--- src/rtl/icache_ctrl.sv ---
// Direct-mapped, one-word-per-block instruction cache with single-word miss refill and one-cycle flush.
// Optional hit/miss counters are enabled by defining ICACHE_STATS_EN.
module icache_ctrl #(
    parameter int SETS   = 16,
    parameter int ADDR_W = 32
) (
    input  logic              CLK,
    input  logic              RST,
    input  logic              flush,
    input  logic              imemREN,
    input  logic [ADDR_W-1:0] imemaddr,
    output logic              ihit,
    output logic [ADDR_W-1:0] imemload,
    output logic              iREN,
    output logic [ADDR_W-1:0] iaddr,
    input  logic              iwait,
    input  logic [ADDR_W-1:0] iload
`ifdef ICACHE_STATS_EN
    ,
    output logic [31:0]       hit_count,
    output logic [31:0]       miss_count
`endif
);
    // state | meaning
    // IDLE  | serve hits combinationally, detect misses
    // FETCH | read request outstanding for maddr, waiting for iwait=0

    localparam int IDX_W = $clog2(SETS);
    localparam int TAG_W = ADDR_W - IDX_W - 2;

    typedef enum logic {IDLE, FETCH} state_t;

    state_t            state, state_n;
    logic [SETS-1:0]   valid;
    logic [TAG_W-1:0]  tags [SETS];
    logic [ADDR_W-1:0] data [SETS];
    logic [ADDR_W-1:0] maddr;

    logic [IDX_W-1:0]  req_idx, fill_idx;
    logic [TAG_W-1:0]  req_tag, fill_tag;
    logic              miss, fill;
    logic              unused_addr_bits;

    assign req_idx  = imemaddr[IDX_W+1:2];
    assign req_tag  = imemaddr[ADDR_W-1:IDX_W+2];
    assign fill_idx = maddr[IDX_W+1:2];
    assign fill_tag = maddr[ADDR_W-1:IDX_W+2];
    assign iaddr    = maddr;
    assign unused_addr_bits = ^imemaddr[1:0];

    always_comb begin
        state_n  = state;
        miss     = 1'b0;
        fill     = 1'b0;
        ihit     = 1'b0;
        imemload = '0;
        iREN     = 1'b0;
        case (state)
            IDLE: begin
                ihit = imemREN && !flush && valid[req_idx] && (tags[req_idx] == req_tag);
                miss = imemREN && !ihit && !flush;
                if (ihit)
                    imemload = data[req_idx];
                if (miss)
                    state_n = FETCH;
            end
            FETCH: begin
                iREN = 1'b1;
                // A flush in the same cycle as the returning word discards it.
                fill = !iwait && !flush;
                if (!iwait)
                    state_n = IDLE;
            end
            default: state_n = IDLE;
        endcase
        if (flush)
            state_n = IDLE;
    end

    always_ff @(posedge CLK) begin
        if (RST) begin
            state <= IDLE;
            maddr <= '0;
            valid <= '0;
            for (int i = 0; i < SETS; i++) begin
                tags[i] <= '0;
                data[i] <= '0;
            end
        end else begin
            state <= state_n;
            if (flush) begin
                valid <= '0;
                maddr <= '0;
            end else if (miss) begin
                maddr <= {imemaddr[ADDR_W-1:2], 2'b00};
            end
            if (fill) begin
                valid[fill_idx] <= 1'b1;
                tags[fill_idx]  <= fill_tag;
                data[fill_idx]  <= iload;
            end
        end
    end

`ifdef ICACHE_STATS_EN
    // Counters survive flush; only RST clears them.
    always_ff @(posedge CLK) begin
        if (RST) begin
            hit_count  <= '0;
            miss_count <= '0;
        end else begin
            if (ihit)
                hit_count <= hit_count + 32'd1;
            if (miss)
                miss_count <= miss_count + 32'd1;
        end
    end
`endif

endmodule

--- config.mk ---
export PLATFORM = sky130hd
export DESIGN_NAME = icache_ctrl
export DESIGN_NICKNAME = d
export VERILOG_FILES = /design/src/rtl/icache_ctrl.sv
export SDC_FILE = /design/constraint.sdc
export NUM_CORES = 1
export LEC_CHECK = 0
export ABC_AREA = 1
export BUFFER_PORTS_ARGS = -buffer_cell sky130_fd_sc_hd__buf_2
export CORE_UTILIZATION = 30
export CTS_BUF_LIST = sky130_fd_sc_hd__clkbuf_4 sky130_fd_sc_hd__clkbuf_8 sky130_fd_sc_hd__clkbuf_16
export DETAILED_ROUTE_END_ITERATION = 8
export PLACE_DENSITY = 0.53
export SYNTH_ARGS = -nofsm -noshare
export SYNTH_HDL_FRONTEND = slang
export SYNTH_SLANG_ARGS = --single-unit
--- constraint.sdc ---
create_clock -name CLK -period 8.55 [get_ports CLK]
set_input_delay 0.855 -clock CLK [delete_from_list [all_inputs] [get_ports CLK]]
set_output_delay 0.855 -clock CLK [all_outputs]
set_load 0.1 [all_outputs]
# Word level (Yosys, flattened, before mapping)
# Memories as Yosys holds them, arrays and structs flattened.
# Index checks and enable logic that the tools add are counted.
[word_totals] reg_bits=47 ramBits=928 output_inout_bits=66 mem_count=2
[memory_table] memory="data" depth=16 word_bits=32 rd=1 rd_ports_with_merged_regs=0 write_ports=16 line="36" source="logic [ADDR_W-1:0] data [SETS];"
[memory_table] memory="tags" depth=16 word_bits=26 rd=1 rd_ports_with_merged_regs=0 write_ports=16 line="35" source="logic [TAG_W-1:0] tags [SETS];"
[op_classes] n_lt_le_gt_ge=3 eq_ne=1 mux=27 n_bitwise=2 n_reduce_logical=13
[op_table] cell="32-bit two-way mux" n=3
[op_table] cell="16-bit two-way mux" n=3
[op_table] cell="32-bit OR reduction" n=1
[op_table] cell="26-bit equality test" n=1
[op_table] cell="26-bit two-way mux" n=1
[op_table] cell="26-bit OR reduction" n=1
[op_table] cell="16-bit bitwise OR" n=1
[op_table] cell="1-bit two-way mux" n=15
[op_table] cell="4-bit by 5-bit less-than comparator with 1-bit output (second input constant)" n=2
[op_table] cell="4-bit two-way mux" n=2
[op_table] cell="1-bit logical AND" n=7
[op_table] cell="1-bit binary-select mux with 4-bit select" n=1
[op_table] cell="1-bit demux with 4-bit select" n=1
[op_table] cell="4-bit by 1-bit greater-or-equal comparator with 1-bit output (second input constant)" n=1
[op_table] cell="1-bit zero test" n=3
[op_table] cell="1-bit case mux with 2 select lines" n=1
[op_table] cell="2-bit OR reduction" n=1
[op_table] cell="1-bit inverter" n=1

# Longest topological paths before layout
# Gate-level depths: netlist of run 1.
[depth] depth_word=9 depth_mapped=22

# Least setup slack after synthesis of run 1
# Ideal clock, no wire load.
[synth_path] path_type="input to output" startpoint="input port imemaddr[2]" endpoint="output port imemload[22]" arrival_ps=3724 required_ps=7695 setup_slack_ps=3971 cell_stages=18 n_path_buf=4 cell_sequence="buf_4 -> buf_6 -> buf_4 -> nor2_1 -> nor2_1 -> o21ai_0 -> nand3_1 -> nand3_1 -> nand2_1 -> xor2_1 -> nor2_1 -> nand2_1 -> nor2_1 -> nand2_1 -> nor2_1 -> nand2_2 -> buf_6 -> nor2_1"
[synth_via] elab_chain_len=6
[synth_lines] element="from (decl)" line="11" source="input logic [ADDR_W-1:0] imemaddr,"
[synth_lines] element="parallel branches: the longest is 4 deep, another holds memory 16 x 26 bit"
[synth_lines] element="32-bit two-way mux *" line="62" source="if (ihit)"
[synth_lines] element="32-bit two-way mux *" line="58" source="case (state)"
[synth_lines] element="to (decl)" line="13" source="output logic [ADDR_W-1:0] imemload,"
# Every way passes the cells marked *. The select of a mux whose other input is x is not followed.

# Worst setup path after layout of run 1
[layout_path] startpoint="input port imemaddr[2]" endpoint="output port imemload[13]"
# Same word-level chain as after synthesis.

==> flow_summary.toml, run 1 <==
[setup_path]
cp-start-kind = "input port"
crit-reg2reg-launch = "state"
critPathKind = "in2out"
worst_setup_path_startpoint = "imemaddr[2]"
r2r.worst_path.cells = 8
crit_required_ns = 7.70
critical_path_peak_fanout = 243
worstSetupEndpointType = "primary output"
reg2reg_to = "tags[7][7]"
cp_data_arrival_time_ns = 5.46
reg2reg_setup_slack_ns = 3.41

[synthesis]
synthDistinctLibCells = 31
netlist.top_cell.by_area = "sky130_fd_sc_hd__edfxtp_1"
post_synth_instance_area_um2 = 44100
yosys_most_used_dff = "sky130_fd_sc_hd__edfxtp_1"
synth-edff-count = 928
synth_top_cell_area_share_pct = 63.2
synth_cells = 4516
synth_seq_cells = 975
yosysWarnings = 0
avgSynthCellArea_um2 = 9.76
async_reset_ff_share_pct = 0
post_synth_main_area_contributors = "sky130_fd_sc_hd__edfxtp_1 (63%), sky130_fd_sc_hd__nor2_1 (9.7%), sky130_fd_sc_hd__nand2_1 (7.6%)"
synth.yosys.seq_area_share_pct = 65.4

[layout]
final-instance-count-excl-fill = 6446
final_net_count = 4508
antenna_cells = 0
fillCellCount = 14900
combined_area_of_the_multi_input_logic_cells_um2 = 12900
register_area_um2 = 28800
post_route_cells_drive_above_1_share_pct = 9.32
syn_to_final_growth_pct = 12.8
fin_util_pct = 34.1

[clock_tree]
sinks_on_clock_net = 975
htree_levels = 3
tritoncts = "done"
cts.root.buffer_cell = "sky130_fd_sc_hd__clkbuf_16"
cts_buffers = 103
clkTransAtPathRegs_ns = 0.06
post-cts-setup-buffer-count = 0
clk_buf_depth = 3
clk_latency_ns = 0.73
cts-hold-fix-buffers = 0
cts-resized-gates = 0

[worst_hold_path]
worstHoldStart = "valid[8]"
min-delay-path-class = "reg2reg"
hold-path-cell-count = 2
hold_path_sink = "valid[8]"

[drt]
totalWireLength_mm = 147
drt-pass1-iter-count = 6
viasPerCell = 5.12
via_count = 33000
drc = 0
final_antenna_net_count = 0
average_detailed_routed_wire_length_per_instance_um = 22.9
drt_iter0_markers = 3612

[run]
drv.max_cap_violation_count = 0

[timing]
rsz0062_at_grt = "no"
setup_viol_count_final = 0
worst-slew-pin-transition_ns = 1.43
max_freq_mhz = 158
timing.clock.skew_ns = 0.0366
final_max_slew_viol_count = 0
min_period_ns = 6.32
fin_crit_sh_pct = 73.9
hold_viol = 0
worst_slew_margin_pct = 4.67
totalNegativeSetupSlack_ns = 0

[die]
die_width_um = 385
floorplan.io_pins = 135
die_h_um = 385
core-area_um2 = 146000
dieArea_um2 = 148000
placement_rows = 140
initial_core_util_pct = 30.2

[placement]
numPlacedInstances = 6251
globalplace.congestion = 0.851
dp_hpwl_mm = 75.4
place.port_buffers = 130

[power]
cellPowerDensity_nw_per_um2 = 219
vdd.ir_drop.worst_mv = 0.157
leakage_uw = 0.0192

[run_status]
status = "complete, no violations"

[grt]
initial_antenna_violation_count = 1
vias_in_the_first_global_route = 31200
grt_start_max_net_pins = 244
globalRoute.totalOverflow = 0
wire_length_of_the_first_global_routing_pass_mm = 212
globalRouteTotalUtil_pct = 19.5
## where the power goes
group / leakage, µW / switching (µW) / internal, µW / total (µW)
registers: 0.0101 / 43.1 / 5360 / 5400
logic: 0.00738 / 649 / 180 / 829
clock network: 0.00175 / 1980 / 2660 / 4640
total: 0.0192 / 2670 / 8200 / 10900
## worst max-delay path by stage
stage / end / slack, ns / cells after the start
final: imemload[13] / 2.23 / 19
after global routing: imemload[13] / 2.11 / 19
after CTS: imemload[14] / 2.50 / 11
after detailed placement: imemload[14] / 2.51 / 11
after global placement: imemload[14] / 2.53 / 11
after floorplan: imemload[22] / 3.97 / 18
## registers in the layout, summed over array words and instances, names as in the netlist
name,count
tags,416
iaddr,30
data,512
valid,16
state,1
## per-stage QoR
step           worst slack, ns  cell area (µm²)  hold slack [ns]  power [µW]
4_1_cts                   2.50            49700            0.409       10900
3_5_place_dp              2.51            46200            0.435        6330
6_report                  2.23            49700            0.449       10900
3_3_place_gp              2.53            46200            0.432        6320
5_1_grt                   2.11            49700            0.445       11200
2_1_floorplan             3.97            44100            0.422        6020
## cells in the final DEF (no fill, tap or decap), types with 10 or more instances in the layout
cell                        instances
sky130_fd_sc_hd__o21ai_0           54
sky130_fd_sc_hd__a21oi_1          289
sky130_fd_sc_hd__nand2_1          866
sky130_fd_sc_hd__nor2_2            10
sky130_fd_sc_hd__a221oi_1         120
sky130_fd_sc_hd__o21ai_1           24
sky130_fd_sc_hd__clkinv_1          13
sky130_fd_sc_hd__o211ai_1          20
sky130_fd_sc_hd__nand3_1          296
sky130_fd_sc_hd__inv_1            260
sky130_fd_sc_hd__clkbuf_16        105
sky130_fd_sc_hd__edfxtp_1         928
sky130_fd_sc_hd__nand2_4           32
sky130_fd_sc_hd__buf_4             56
sky130_fd_sc_hd__buf_2            127
sky130_fd_sc_hd__clkinv_2          24
sky130_fd_sc_hd__nor2_1          1136
sky130_fd_sc_hd__o31ai_1           32
sky130_fd_sc_hd__dfxtp_1           47
sky130_fd_sc_hd__clkbuf_4          28
## Yosys cell counts, drive strengths merged, types with 5 or more instances
master  number
o31ai       32
a221oi     120
o211ai      20
nand2      900
nor2      1148
o21ai       78
nand3      296
inv        265
buf        118
a21oi      289
nor3         5
edfxtp     928
clkbuf     253
dfxtp       47
a31oi        6
## cell type report
cell class,instances,area share (%)
clock buffers,140,5.90
clock inverters,55,1.08
inverters,266,2.07
multi-input cells,2905,25.9
flip-flops and latches,975,57.9
well taps,1917,4.82
repair buffers,188,2.29
## routing by layer
| metal | global-route usage [%] | up-vias | routed length (µm) |
|---|---|---|---|
| met4 | 4.95 | 0 | 3350 |
| met5 | 0 | - | 0 |
| li1 | - | 15000 | - |
| met2 | 30.4 | 1380 | 66900 |
| met1 | 27.9 | 16400 | 64300 |
| met3 | 3.60 | 211 | 12900 |
## kinds of logic (layout without fill, tap and decap cells)
kind of cell	count (synthesis)	count (layout)	share of synthesized area (%)
AND/OR/NAND/NOR	2355	2355	21.0
flip-flops	975	975	65.4
buffers and inverters	637	649	6.04
AO/OA/AOI/OAI	546	546	7.54
XOR/XNOR	2	2	0.0397
other	1	2	0.00851
## critical path, stage by stage
cell and delay [ns]:
sky130_fd_sc_hd__buf_8 0.25, sky130_fd_sc_hd__inv_16 0.50, sky130_fd_sc_hd__buf_4 0.66, sky130_fd_sc_hd__nand2_1 0.12, sky130_fd_sc_hd__nand2_1 0.09, sky130_fd_sc_hd__nand2_1 0.05, sky130_fd_sc_hd__nand3_1 0.09, sky130_fd_sc_hd__nand3_1 0.19
sky130_fd_sc_hd__nand3_1 0.23, sky130_fd_sc_hd__nand2_1 0.06, sky130_fd_sc_hd__nor2_1 0.11, sky130_fd_sc_hd__nand4_1 0.08, sky130_fd_sc_hd__nor2_1 0.16, sky130_fd_sc_hd__nand2_1 0.07, sky130_fd_sc_hd__nor2_1 0.14, sky130_fd_sc_hd__nand2_2 0.06
sky130_fd_sc_hd__buf_4 0.30, sky130_fd_sc_hd__nor2_1 0.21, sky130_fd_sc_hd__buf_2 0.45
Note: power is estimated with default switching activity, not from simulation.
==> run 2, diff against run 1 <==
PLACE_DENSITY = 0.55   (was 0.53)
clock period = 5.1 ns   (was 8.55 ns; I/O delays follow)
==> run 2 against run 1 <==
Against the previous run: wire length is 0.88% lower; critical endpoint is now imemload[14]; highest routed layer unchanged; global-route usage fell by 0.26 points; sequential share of layout area decreased by 0.74 points; via count rose by 0.79%; combinational power grew 70%; cell count rose by 0.11%; first-iteration DRC count grew 2.0%.
==> flow_summary.toml, run 2 (synthesis gave the netlist of run 1 again) <==
[run_status]
status = "complete, no violations"

[power]
power.combinational.fraction_pct = 7.9
clkPwrFrac_pct = 41.9
leakage_uw = 0.0193
p_int_uw = 13700
design_power_total_uw = 18000
net-switching-power_uw = 4360
vdd.ir_drop.worst_mv = 0.292
p_sw_share_pct = 24.2
cellPowerDensity_nw_per_um2 = 358
power.share.sequential_pct = 50.2

[clock_tree]
htree_levels = 3
cts-hold-fix-buffers = 0
cts-resized-gates = 0
post-cts-setup-buffer-count = 0
sinks_on_clock_net = 975
cts.root.buffer_cell = "sky130_fd_sc_hd__clkbuf_16"
clkTransAtPathRegs_ns = 0.06
clk_latency_ns = 0.70
cts_buffers = 98
tritoncts = "done"
clk_buf_depth = 3

[setup_path]
cp-start-kind = "input port"
critPathKind = "in2out"
worstSetupEndpointType = "primary output"
crit_slowest_cell = "sky130_fd_sc_hd__buf_4"
max_stage_delay_ns = 0.65
critical_path_peak_fanout = 64
crit_path_cell_trace = "buf_8 -> buf_4 -> nand2_1 -> nand3_1 -> nand3_1 -> nand3_1 -> nand2_1 -> nand2_1 -> nand2_1 -> nor2_1 -> nand4_1 -> nor2_1 -> nand2_1 -> nor2_1 -> nand2_2 -> buf_4 -> nor2_1 -> buf_12"
path_delay_family = "simple AND/OR/NAND/NOR gates"
cp.buffers_inverters = 4
cpMostUsedCell = "sky130_fd_sc_hd__nand2_1"
cp_data_arrival_time_ns = 3.84
crit_required_ns = 4.59

[die]
die_width_um = 385
initial_core_util_pct = 30.2
placement_rows = 140
core-area_um2 = 146000
dieArea_um2 = 148000
floorplan.io_pins = 135
die_h_um = 385

[grt]
grt_start_max_net_pins = 187
vias_in_the_first_global_route = 30900
globalRoute.totalOverflow = 0
wire_length_of_the_first_global_routing_pass_mm = 211
globalRouteTotalUtil_pct = 19.3
initial_antenna_violation_count = 0

[drt]
drc = 0
totalWireLength_mm = 146
drt-pass1-iter-count = 8
final_antenna_net_count = 0
via_count = 33300
average_detailed_routed_wire_length_per_instance_um = 22.7
drt_iter0_markers = 3685
viasPerCell = 5.16

[timing]
rsz0062_at_grt = "no"
totalNegativeSetupSlack_ns = 0
worst-slew-pin-transition_ns = 1.22
fin_crit_sh_pct = 85.2
hold_viol = 0
final_max_slew_viol_count = 0
min_period_ns = 4.35
timing.clock.skew_ns = 0.0256
worst_slew_margin_pct = 18.5
max_freq_mhz = 230
setup_viol_count_final = 0

[layout]
mostFrequentLayoutCell = "sky130_fd_sc_hd__nor2_1"
antenna_cells = 0
largest_register_ffs = 512
top_register_by_number_of_flip_flops = "data"
fillCellCount = 14700
final_net_count = 4521
syn_to_final_growth_pct = 14.3
highest_count_cells_in_the_layout_ignoring_fill_and_taps = "sky130_fd_sc_hd__nor2_1 (1136), sky130_fd_sc_hd__edfxtp_1 (928), sky130_fd_sc_hd__nand2_1 (866), sky130_fd_sc_hd__nand3_1 (296), sky130_fd_sc_hd__a21oi_1 (289)"
post_route_cells_drive_above_1_share_pct = 9.13

[worst_hold_path]
min-delay-path-class = "in2reg"

[placement]
dp_hpwl_mm = 73.8
place.port_buffers = 130
globalplace.congestion = 0.820

[run]
drv.max_cap_violation_count = 0
run 2: stage by stage:
| step | setup WS (ns) | std cells | util, % | area [µm²] | hold WS (ns) |
|---|---|---|---|---|---|
| 5_1_grt | 0.501 | 6453 | 34.6 | 50400 | 0.0969 |
| 6_report | 0.754 | 6453 | 34.6 | 50400 | 0.119 |
| 2_1_floorplan | 1.21 | 4517 | - | 44100 | 0.422 |
| 4_1_cts | 0.758 | 6453 | 34.6 | 50400 | 0.0796 |
| 3_3_place_gp | 0.764 | 6269 | 32.3 | 47000 | 0.434 |
| 3_5_place_dp | 0.780 | 6269 | 32.3 | 47000 | 0.436 |
run 2: layout make-up:
type | count | area, µm² | share of cell area [%]
flip-flops and latches | 975 | 28800 | 57.2
multi-input cells | 2905 | 12900 | 25.6
clock buffers | 129 | 2790 | 5.55
well taps | 1917 | 2400 | 4.76
repair buffers | 206 | 1920 | 3.81
inverters | 266 | 1030 | 2.04
clock inverters | 55 | 544 | 1.08
run 2: power groups by stage:
stage          clock network, µW  registers, µW  logic, µW
3_3_place_gp                   0           9210       1400
4_1_cts                     7630           9050       1410
5_1_grt                     7940           9070       1530
2_1_floorplan                  0           9270        827
3_5_place_dp                   0           9220       1410
6_report                    7550           9050       1410
run 2: worst register-to-register path, cell delays in order, from the launching register on:
cell,delay [ns]
sky130_fd_sc_hd__dfxtp_1,0.50
sky130_fd_sc_hd__inv_1,0.15
sky130_fd_sc_hd__nor2_1,0.43
sky130_fd_sc_hd__nand2_1,0.21
sky130_fd_sc_hd__nor3_1,0.20
sky130_fd_sc_hd__buf_4,0.21
sky130_fd_sc_hd__nand2_4,0.29
sky130_fd_sc_hd__nand2_4,0.89
sky130_fd_sc_hd__buf_4,0.43
run 2: path summary, 6_finish.rpt:
path / startpoint / to / slack (ns) / cells past startpoint
setup / recovery: imemaddr[2] / imemload[14] / 0.75 / 18
setup reg to reg: state / tags[15][7] / 1.46 / 8
hold reg to reg: valid[11] / valid[11] / 0.45 / 2
hold / removal: iwait / state / 0.12 / 3
run 2: routing by layer:
layer | up-vias | global-route usage [%] | share of wire, %
met5 | - | 0 | 0
met1 | 16400 | 27.6 | 43
li1 | 15000 | - | -
met4 | 0 | 5.19 | 2.7
met2 | 1587 | 29.5 | 44
met3 | 216 | 3.98 | 9.6
